<file path="config.mk">
export PLATFORM = sky130hd
export DESIGN_NAME = decode_issue_scoreboard_flat
export DESIGN_NICKNAME = d
export VERILOG_FILES = /design/src/rtl/decode_issue_scoreboard_pkg.sv /design/src/rtl/decode_issue_scoreboard_if.sv /design/src/rtl/decode_issue_scoreboard_inflight_counter.sv /design/src/rtl/decode_issue_scoreboard.sv /design/src/flat_wrapper.sv
export SDC_FILE = /design/constraint.sdc
export NUM_CORES = 1
export LEC_CHECK = 0
export CAP_MARGIN = 40
export CELL_PAD_IN_SITES_DETAIL_PLACEMENT = 1
export CELL_PAD_IN_SITES_GLOBAL_PLACEMENT = 1
export CORE_ASPECT_RATIO = 1.4
export CORE_MARGIN = 2
export CORE_UTILIZATION = 38
export DETAILED_ROUTE_END_ITERATION = 12
export GPL_TIMING_DRIVEN = 0
export PLACE_DENSITY_LB_ADDON = 0.1
export SYNTH_ARGS = -nofsm -noshare
export SYNTH_HDL_FRONTEND = slang
export SYNTH_SLANG_ARGS = --single-unit
</file>
<file path="constraint.sdc">
create_clock -name clk -period 3.9 [get_ports clk]
set_clock_uncertainty 0.15 [all_clocks]
set_input_delay 0.585 -clock clk [delete_from_list [all_inputs] [get_ports clk]]
set_output_delay 0.585 -clock clk [all_outputs]
set_load 0.005 [all_outputs]
</file>
<file path="src/rtl/decode_issue_scoreboard_pkg.sv">
// Shared types and default sizing for the decode-to-execute issue scoreboard.
// Register ID FLAGS_REG_ID is the pseudo-register that tracks pending flags writes.
package scoreboard_pkg;

    localparam int NUM_REGS     = 32;
    localparam int REG_ID_W     = 6;
    localparam int MAX_INFLIGHT = 8;
    localparam int CNT_W        = 4;
    localparam int FLAGS_REG_ID = NUM_REGS;

    typedef enum logic [1:0] {
        SB_RUN,
        SB_DRAIN,
        SB_HALTED
    } sb_state_t;

    typedef struct packed {
        logic [REG_ID_W-1:0] src_a;
        logic [REG_ID_W-1:0] src_b;
        logic [REG_ID_W-1:0] dst;
        logic                src_a_en;
        logic                src_b_en;
        logic                dst_en;
        logic                uses_flags;
        logic                sets_flags;
        logic                is_halt;
    } sb_req_t;

endpackage

</file>
<file path="src/rtl/decode_issue_scoreboard_if.sv">
// Decode request, execute-bus issue handshake and writeback/retire feedback.
// master = decode/execute side, slave = scoreboard.
interface decode_issue_scoreboard_if #(
    parameter int REG_ID_W = scoreboard_pkg::REG_ID_W
) ();

    logic                dec_valid;
    logic                dec_ready;
    logic [REG_ID_W-1:0] dec_src_a;
    logic [REG_ID_W-1:0] dec_src_b;
    logic                dec_src_a_en;
    logic                dec_src_b_en;
    logic [REG_ID_W-1:0] dec_dst;
    logic                dec_dst_en;
    logic                dec_uses_flags;
    logic                dec_sets_flags;
    logic                dec_is_halt;
    logic                exec_ready;
    logic                issue_valid;
    logic                wb_valid;
    logic [REG_ID_W-1:0] wb_dst;
    logic                retire;

    modport master (
        output dec_valid, dec_src_a, dec_src_b, dec_src_a_en, dec_src_b_en,
               dec_dst, dec_dst_en, dec_uses_flags, dec_sets_flags, dec_is_halt,
               exec_ready, wb_valid, wb_dst, retire,
        input  dec_ready, issue_valid
    );

    modport slave (
        input  dec_valid, dec_src_a, dec_src_b, dec_src_a_en, dec_src_b_en,
               dec_dst, dec_dst_en, dec_uses_flags, dec_sets_flags, dec_is_halt,
               exec_ready, wb_valid, wb_dst, retire,
        output dec_ready, issue_valid
    );

endinterface

</file>
<file path="src/rtl/decode_issue_scoreboard_inflight_counter.sv">
// Saturating up/down count of issued-but-unretired ops; registered count, one-cycle update.
// A decrement at zero is dropped and flagged on underflow (combinational, same cycle).
module sb_inflight_counter #(
    parameter int CNT_W        = 4,
    parameter int MAX_INFLIGHT = 8
) (
    input  logic             clk,
    input  logic             reset,
    input  logic             inc,
    input  logic             dec,
    output logic [CNT_W-1:0] count,
    output logic             underflow
);

    logic [CNT_W-1:0] count_q;
    logic [CNT_W-1:0] count_d;
    logic             dec_ok;

    always_comb begin
        dec_ok    = dec & (count_q != '0);
        underflow = dec & (count_q == '0);
        count_d   = count_q;
        case ({inc, dec_ok})
            2'b10: if (count_q != CNT_W'(MAX_INFLIGHT)) count_d = count_q + 1'b1;
            2'b01: count_d = count_q - 1'b1;
            default: count_d = count_q;
        endcase
    end

    always_ff @(posedge clk or posedge reset) begin
        if (reset) count_q <= '0;
        else       count_q <= count_d;
    end

    assign count = count_q;

endmodule

</file>
<file path="src/rtl/decode_issue_scoreboard.sv">
// RAW/WAW issue scoreboard with in-flight bound and HALT drain; issue is combinational (0 latency),
// stalls decode on hazard, !exec_ready or full pipe. SCOREBOARD_WB_BYPASS_EN lets same-cycle writeback unblock.
module decode_issue_scoreboard #(
    parameter int NUM_REGS     = scoreboard_pkg::NUM_REGS,
    parameter int REG_ID_W     = scoreboard_pkg::REG_ID_W,
    parameter int MAX_INFLIGHT = scoreboard_pkg::MAX_INFLIGHT,
    parameter int CNT_W        = scoreboard_pkg::CNT_W
) (
    input  logic                      clk,
    input  logic                      reset,
    decode_issue_scoreboard_if.slave  bus,
    output logic [NUM_REGS:0]         busy_mask,
    output logic [CNT_W-1:0]          inflight,
    output logic                      halted,
    output logic                      err
);

    import scoreboard_pkg::*;

    sb_state_t          state_q, state_d;
    sb_req_t            req;
    logic [NUM_REGS:0]  busy_q, busy_d, busy_eff, set_mask, clr_mask;
    logic               hazard, bad_id, wb_err, underflow;
    logic               issue_norm, issue_halt;
    logic               err_q;

    function automatic logic id_busy(input logic [NUM_REGS:0] m, input logic [REG_ID_W-1:0] id);
        return (int'(id) <= NUM_REGS) ? m[id] : 1'b0;
    endfunction

    function automatic logic id_bad(input logic [REG_ID_W-1:0] id);
        return int'(id) > NUM_REGS;
    endfunction

    assign req = '{src_a: bus.dec_src_a, src_b: bus.dec_src_b, dst: bus.dec_dst,
                   src_a_en: bus.dec_src_a_en, src_b_en: bus.dec_src_b_en,
                   dst_en: bus.dec_dst_en, uses_flags: bus.dec_uses_flags,
                   sets_flags: bus.dec_sets_flags, is_halt: bus.dec_is_halt};

    always_comb begin
        clr_mask = '0;
        if (bus.wb_valid && !id_bad(bus.wb_dst)) clr_mask[bus.wb_dst] = 1'b1;
    end

`ifdef SCOREBOARD_WB_BYPASS_EN
    assign busy_eff = busy_q & ~clr_mask;
`else
    assign busy_eff = busy_q;
`endif

    assign hazard = (req.src_a_en & id_busy(busy_eff, req.src_a))
                  | (req.src_b_en & id_busy(busy_eff, req.src_b))
                  | (req.dst_en   & id_busy(busy_eff, req.dst))
                  | (busy_eff[NUM_REGS] & (req.uses_flags | req.sets_flags));

    assign bad_id = (req.src_a_en & id_bad(req.src_a))
                  | (req.src_b_en & id_bad(req.src_b))
                  | (req.dst_en   & id_bad(req.dst));

    always_comb begin
        state_d    = state_q;
        issue_norm = 1'b0;
        issue_halt = 1'b0;
        case (state_q)
            SB_RUN: begin
                if (bus.dec_valid) begin
                    if (req.is_halt) begin
                        if (inflight != '0) begin
                            state_d = SB_DRAIN;
                        end else if (bus.exec_ready) begin
                            issue_halt = 1'b1;
                            state_d    = SB_HALTED;
                        end
                    end else if (!hazard && bus.exec_ready && int'(inflight) < MAX_INFLIGHT) begin
                        issue_norm = 1'b1;
                    end
                end
            end
            SB_DRAIN: begin
                if (inflight == '0 && bus.exec_ready) begin
                    issue_halt = 1'b1;
                    state_d    = SB_HALTED;
                end
            end
            SB_HALTED: state_d = SB_HALTED;
            default:   state_d = SB_RUN;
        endcase
    end

    assign bus.issue_valid = issue_norm | issue_halt;
    assign bus.dec_ready   = issue_norm | issue_halt;

    // A new writer to X owns it even if X's previous writer retires this cycle.
    always_comb begin
        set_mask = '0;
        if (issue_norm) begin
            if (req.dst_en && !id_bad(req.dst)) set_mask[req.dst] = 1'b1;
            if (req.sets_flags) set_mask[NUM_REGS] = 1'b1;
        end
        busy_d = (busy_q & ~clr_mask) | set_mask;
    end

    assign wb_err = bus.wb_valid & ~id_busy(busy_q, bus.wb_dst);

    always_ff @(posedge clk or posedge reset) begin
        if (reset) begin
            state_q <= SB_RUN;
            busy_q  <= '0;
            err_q   <= 1'b0;
        end else begin
            state_q <= state_d;
            busy_q  <= busy_d;
            err_q   <= err_q | wb_err | underflow | (issue_norm & bad_id);
        end
    end

    sb_inflight_counter #(
        .CNT_W        (CNT_W),
        .MAX_INFLIGHT (MAX_INFLIGHT)
    ) u_inflight (
        .clk       (clk),
        .reset     (reset),
        .inc       (issue_norm),
        .dec       (bus.retire),
        .count     (inflight),
        .underflow (underflow)
    );

    assign busy_mask = busy_q;
    assign halted    = (state_q == SB_HALTED);
    assign err       = err_q;

endmodule

</file>
<file path="src/flat_wrapper.sv">
// flat-port wrapper written by rule: the top's interface ports become plain ports
module decode_issue_scoreboard_flat import scoreboard_pkg::*;
#(
    parameter int NUM_REGS     = scoreboard_pkg::NUM_REGS,
    parameter int REG_ID_W     = scoreboard_pkg::REG_ID_W,
    parameter int MAX_INFLIGHT = scoreboard_pkg::MAX_INFLIGHT,
    parameter int CNT_W        = scoreboard_pkg::CNT_W
)
  (clk, reset, busy_mask, inflight, halted, err, bus_dec_valid, bus_dec_src_a, bus_dec_src_b, bus_dec_src_a_en, bus_dec_src_b_en, bus_dec_dst, bus_dec_dst_en, bus_dec_uses_flags, bus_dec_sets_flags, bus_dec_is_halt, bus_exec_ready, bus_wb_valid, bus_wb_dst, bus_retire, bus_dec_ready, bus_issue_valid);
  decode_issue_scoreboard_if #(.REG_ID_W(REG_ID_W)) bus_i ();
  input  logic clk;
  input  logic reset;
  output logic [NUM_REGS:0] busy_mask;
  output logic [CNT_W-1:0] inflight;
  output logic halted;
  output logic err;
  input wire logic [$bits(bus_i.dec_valid)-1:0] bus_dec_valid;
  input wire logic [$bits(bus_i.dec_src_a)-1:0] bus_dec_src_a;
  input wire logic [$bits(bus_i.dec_src_b)-1:0] bus_dec_src_b;
  input wire logic [$bits(bus_i.dec_src_a_en)-1:0] bus_dec_src_a_en;
  input wire logic [$bits(bus_i.dec_src_b_en)-1:0] bus_dec_src_b_en;
  input wire logic [$bits(bus_i.dec_dst)-1:0] bus_dec_dst;
  input wire logic [$bits(bus_i.dec_dst_en)-1:0] bus_dec_dst_en;
  input wire logic [$bits(bus_i.dec_uses_flags)-1:0] bus_dec_uses_flags;
  input wire logic [$bits(bus_i.dec_sets_flags)-1:0] bus_dec_sets_flags;
  input wire logic [$bits(bus_i.dec_is_halt)-1:0] bus_dec_is_halt;
  input wire logic [$bits(bus_i.exec_ready)-1:0] bus_exec_ready;
  input wire logic [$bits(bus_i.wb_valid)-1:0] bus_wb_valid;
  input wire logic [$bits(bus_i.wb_dst)-1:0] bus_wb_dst;
  input wire logic [$bits(bus_i.retire)-1:0] bus_retire;
  output wire logic [$bits(bus_i.dec_ready)-1:0] bus_dec_ready;
  output wire logic [$bits(bus_i.issue_valid)-1:0] bus_issue_valid;
  assign bus_i.dec_valid = bus_dec_valid;
  assign bus_i.dec_src_a = bus_dec_src_a;
  assign bus_i.dec_src_b = bus_dec_src_b;
  assign bus_i.dec_src_a_en = bus_dec_src_a_en;
  assign bus_i.dec_src_b_en = bus_dec_src_b_en;
  assign bus_i.dec_dst = bus_dec_dst;
  assign bus_i.dec_dst_en = bus_dec_dst_en;
  assign bus_i.dec_uses_flags = bus_dec_uses_flags;
  assign bus_i.dec_sets_flags = bus_dec_sets_flags;
  assign bus_i.dec_is_halt = bus_dec_is_halt;
  assign bus_i.exec_ready = bus_exec_ready;
  assign bus_i.wb_valid = bus_wb_valid;
  assign bus_i.wb_dst = bus_wb_dst;
  assign bus_i.retire = bus_retire;
  assign bus_dec_ready = bus_i.dec_ready;
  assign bus_issue_valid = bus_i.issue_valid;
  decode_issue_scoreboard #(.NUM_REGS(NUM_REGS), .REG_ID_W(REG_ID_W), .MAX_INFLIGHT(MAX_INFLIGHT), .CNT_W(CNT_W)) u_core (.clk(clk), .reset(reset), .bus(bus_i), .busy_mask(busy_mask), .inflight(inflight), .halted(halted), .err(err));
endmodule
</file>
==> results.md <==
- Run status: complete, no violations
- Sequential Power Share: 32.6%
- Total overflow reported by the global router: 0
- Final routed wire length divided by cell count: between 20 and 25 um
- Post-synthesis async set-or-reset flop share: 100%
- Min cycle time layout: roughly 3.8 ns
- Number of nets in the layout: slightly above 500
- Fraction of the mapped netlist area in adder cells: roughly 2.8%
- Antenna violations before repair: 0
- Count of buffer and inverter cells on the critical path: 2
- Post-route ant nets: 0
- Seq. cell area: between 1000 and 1500 um^2
- Start point of the critical path: u_core.busy_mask[27]
- Simple-Gate Fraction of Synth Area: ~16%
- Comb power frac: 36.0%
- Post-detailed-placement half-perimeter wirelength: ~10000 um
- IO buf count: between 70 and 80
- Sequence of cells on the critical path: mux4_2 -> mux2_4 -> a2111oi_4 -> nor3_2 -> a41oi_4 -> nand2_2 -> buf_6 -> o21ai_2 -> clkdlybuf4s50_1
- Worst Setup Path Type: reg -> out
- TritonCTS clock tree: done
- Pin slew with the least headroom to its limit: ~0.54 ns
- Dominant combinational cell family by area after synthesis: compound AO/OA/AOI/OAI gates
- Proportion of synthesized chip area in sequential cells: between 20% and 30%
- Starting density of the core: between 30% and 40%
- Top area cells in the synthesized netlist: sky130_fd_sc_hd__dfrtp_1 30%, sky130_fd_sc_hd__mux2i_1 7.8%, sky130_fd_sc_hd__o21ai_0 7.6%
- Multi-input gate area in the final layout: 2230 um^2
- Hold crit path type: reg -> reg
- Amount of wire on met3 after detailed routing: approximately 1200 um
- Worst slew margin relative to its limit: about 64%
- Highest routed metal layer: met4
- Fraction of power consumed by the clock network: around a third
- Total Routed Length: 13700 um
- Cell taking the most area after synthesis: sky130_fd_sc_hd__dfrtp_1
- Via count of the first global-routing pass: 3863
- CP endpoint kind: primary output
- Die X-Extent: roughly 83 um
- Length of routed met2 wiring: roughly 6600 um
- Max stage delay on crit path: 0.52 ns
- Core ar.: around 8600 um^2
- Sort of element at the start of the critical path: register
- Commonest cells in the netlist: 51 x sky130_fd_sc_hd__o21ai_0, 40 x sky130_fd_sc_hd__dfrtp_1, 26 x sky130_fd_sc_hd__mux2i_1, 26 x sky130_fd_sc_hd__o21ai_1, 23 x sky130_fd_sc_hd__inv_1
- Cell internal pwr: 1.13 mW
- Clock Sinks: 40
- Yosys warning count: 0
- Pin count of the biggest net entering global routing: 33
- Overall fraction of global-route tracks in use: ~30%
- Standby leakage power: approximately 1.8 nW
- Synthesized instance count: 378
- Post-synthesis mux area share: 17.5%
- Post-synthesis compound-gate area fraction: 27.7%
- Cell family with the largest share of critical-path delay: multiplexers
- Max Root-Sink Buffers: 2
- CP Data Arrival Time: about 3.0 ns
- Most repeated cell in the gate-level netlist after synthesis: sky130_fd_sc_hd__o21ai_0
- EDFF count, synth: 0
- Max-slew violation total from the final report: 0
- Final total negative setup slack: 0 ns
- Number of I/O pins: 77
- Die area: 9610 um^2
- Count of fill cells added during filler insertion: between 1000 and 1500
- Row count: 40
- Final clock period utilization by the worst path: a little over nine tenths
- Switching power summed over all nets: roughly 0.56 mW
- Share of Yosys cell area claimed by the top area cell type: around 30%
- Switching part of the total power: 33.3%
- Number of buffers created by CTS: 5
- Unrepaired setup endpoints after global routing: false
- Worst r2r src: u_core.busy_mask[27]
- Number of H-tree branching levels: 2
- Sum of internal, switching and leakage power: 1.69 mW
- Library cell contributing the largest single delay on the critical path: sky130_fd_sc_hd__clkdlybuf4s50_1
- Avg Cell Area, Syn: ~9 um^2
- Max Fanout on Critical Path: 10
- Cell area power density: about 370 nW/um^2
- Achievable frequency: 0.266 GHz
- Start point of the worst min-delay path: u_core.err
- Wire length on met1: around 5300 um
- Number of synthesized register bits: 40
- DRC violations left: 0
- VDD IR-drop max: between 0.0003 and 0.0004 V
- Number of detailed-routing iterations run before antenna repair: 4
- Final setup margin: 0.138 ns
- Required time of the worst setup path: 3.16 ns
- Max capacitance violation total: 0
- Gp weighted congestion: around 0.9
- Count of different cell masters after synthesis: 64
- First-pass GRT wire length: 21500 um
- Number of setup violations in the final report: 0
- Via count: 3617
- Share of layout cells above drive strength 1: 16.6%
- Clk slew on worst S/H paths: 0.06 ns
- Count of routing violations after the opening detailed-route iteration: around 260
- Placement-stage worst setup slack: -0.659 ns
- Die extent in y: about 120 um
- Top flip-flop cell by instance count after synthesis: sky130_fd_sc_hd__dfrtp_1
- Area growth from synthesis to final layout: 36.3%
- Cell area after technology mapping: approximately 3400 um^2
- Xor-xnor portion of the synthesized cell area: less than 1%
- Synthesized net count: 421
- Per-cell via count in the routed design: ~6.4
- Hold Violations, Final: 0
- Master cell of the clock root buffer: sky130_fd_sc_hd__clkbuf_16
- Count of inserted antenna diode cells: 0
- Clock latency at the later pin of the worst-skew pair: between 0.2 and 0.3 ns
## cell type report
cell class	count	area share (%)
multi-input combinational	294	48.9
sequential	40	22.2
timing repair buffer	79	17.2
buffer	20	2.87
tap	105	2.87
clock buffer	5	2.74
inverter	24	1.97
clock inverter	2	1.31
## per-layer routing
metal | global-route usage (%) | vias up
li1 | - | 1614
met1 | 36.4 | 1779
met2 | 48.8 | 179
met3 | 4.45 | 45
met4 | 16.1 | 0
met5 | 0 | -
## power by group through the flow
stage               clock network, mW  registers (mW)  logic, mW
finish                          0.531           0.551      0.607
global route                    0.548           0.558      0.674
CTS                             0.536           0.546      0.606
detailed placement                  0           0.552      0.585
global placement                    0           0.549      0.559
floorplan                           0           0.524      0.353
## cell families after synthesis
kind of cell / after synthesis
muxes: 44
xor gates and xnor gates: 2
DFF: 40
AOI/OAI and AO/OA: 143
and+or+nand+nor: 98
buffers and inverters: 44
adders and majority gates: 7
## metrics by stage
stage	instances	utilization [%]	area, um^2	hold WS, ns
3_5_place_dp	555	49.0	4220	0.349
5_1_grt	569	53.1	4570	0.381
3_3_place_gp	554	48.8	4200	0.340
2_1_floorplan	378	-	3360	0.333
4_1_cts	568	52.8	4540	0.369
6_report	569	53.1	4570	0.366
## cells in the final DEF (no fill, tap or decap), types with 9 or more instances in the layout
cell type	count
sky130_fd_sc_hd__dfrtp_1	28
sky130_fd_sc_hd__inv_1	22
sky130_fd_sc_hd__o21ai_1	26
sky130_fd_sc_hd__a21oi_1	11
sky130_fd_sc_hd__nand3_1	15
sky130_fd_sc_hd__mux2i_1	26
sky130_fd_sc_hd__nor2_1	15
sky130_fd_sc_hd__nand2_1	20
sky130_fd_sc_hd__o21ai_0	50
sky130_fd_sc_hd__nand2b_1	9
sky130_fd_sc_hd__mux4_2	11
sky130_fd_sc_hd__dfrtp_2	12
sky130_fd_sc_hd__clkdlybuf4s50_1	64
sky130_fd_sc_hd__a22oi_1	9
## final timing paths
kind	cells past startpoint	endpoint	slack, ns
max	9	bus_dec_ready	0.14
min	2	u_core.err	0.37
max reg2reg	15	u_core.u_inflight.count[3]	0.25
min reg2reg	2	u_core.err	0.37
max in group asynchronous	3	u_core.busy_mask[21]	2.75
min in group asynchronous	2	u_core.busy_mask[26]	0.39
## worst register-to-register path: stages (launching register included)
cell and delay [ns]:
sky130_fd_sc_hd__dfrtp_2 0.48, sky130_fd_sc_hd__mux4_2 0.50, sky130_fd_sc_hd__mux2_4 0.29, sky130_fd_sc_hd__a2111oi_4 0.36, sky130_fd_sc_hd__nor3_2 0.09, sky130_fd_sc_hd__a41oi_4 0.20, sky130_fd_sc_hd__nand2_2 0.09, sky130_fd_sc_hd__buf_6 0.16
sky130_fd_sc_hd__nand3_4 0.09, sky130_fd_sc_hd__inv_2 0.06, sky130_fd_sc_hd__ha_1 0.26, sky130_fd_sc_hd__a21o_1 0.18, sky130_fd_sc_hd__a21oi_1 0.25, sky130_fd_sc_hd__a21oi_1 0.11, sky130_fd_sc_hd__a41oi_1 0.17, sky130_fd_sc_hd__o31ai_1 0.10
## sequential cells by signal (all words and copies together), names as in the netlist
signal and count:
u_core.busy_mask 33, u_core.u_inflight.count 4, u_core.state_q 2, u_core.err 1
## repair_timing
action,in CTS,in global routing
endpoints found under the setup margin,4,3
cloned,1,0
pin swaps,4,3
gates resized for setup,39,8
hold buffers,0,0
setup buffers,5,1
Note: power is estimated with default switching activity, not from simulation.
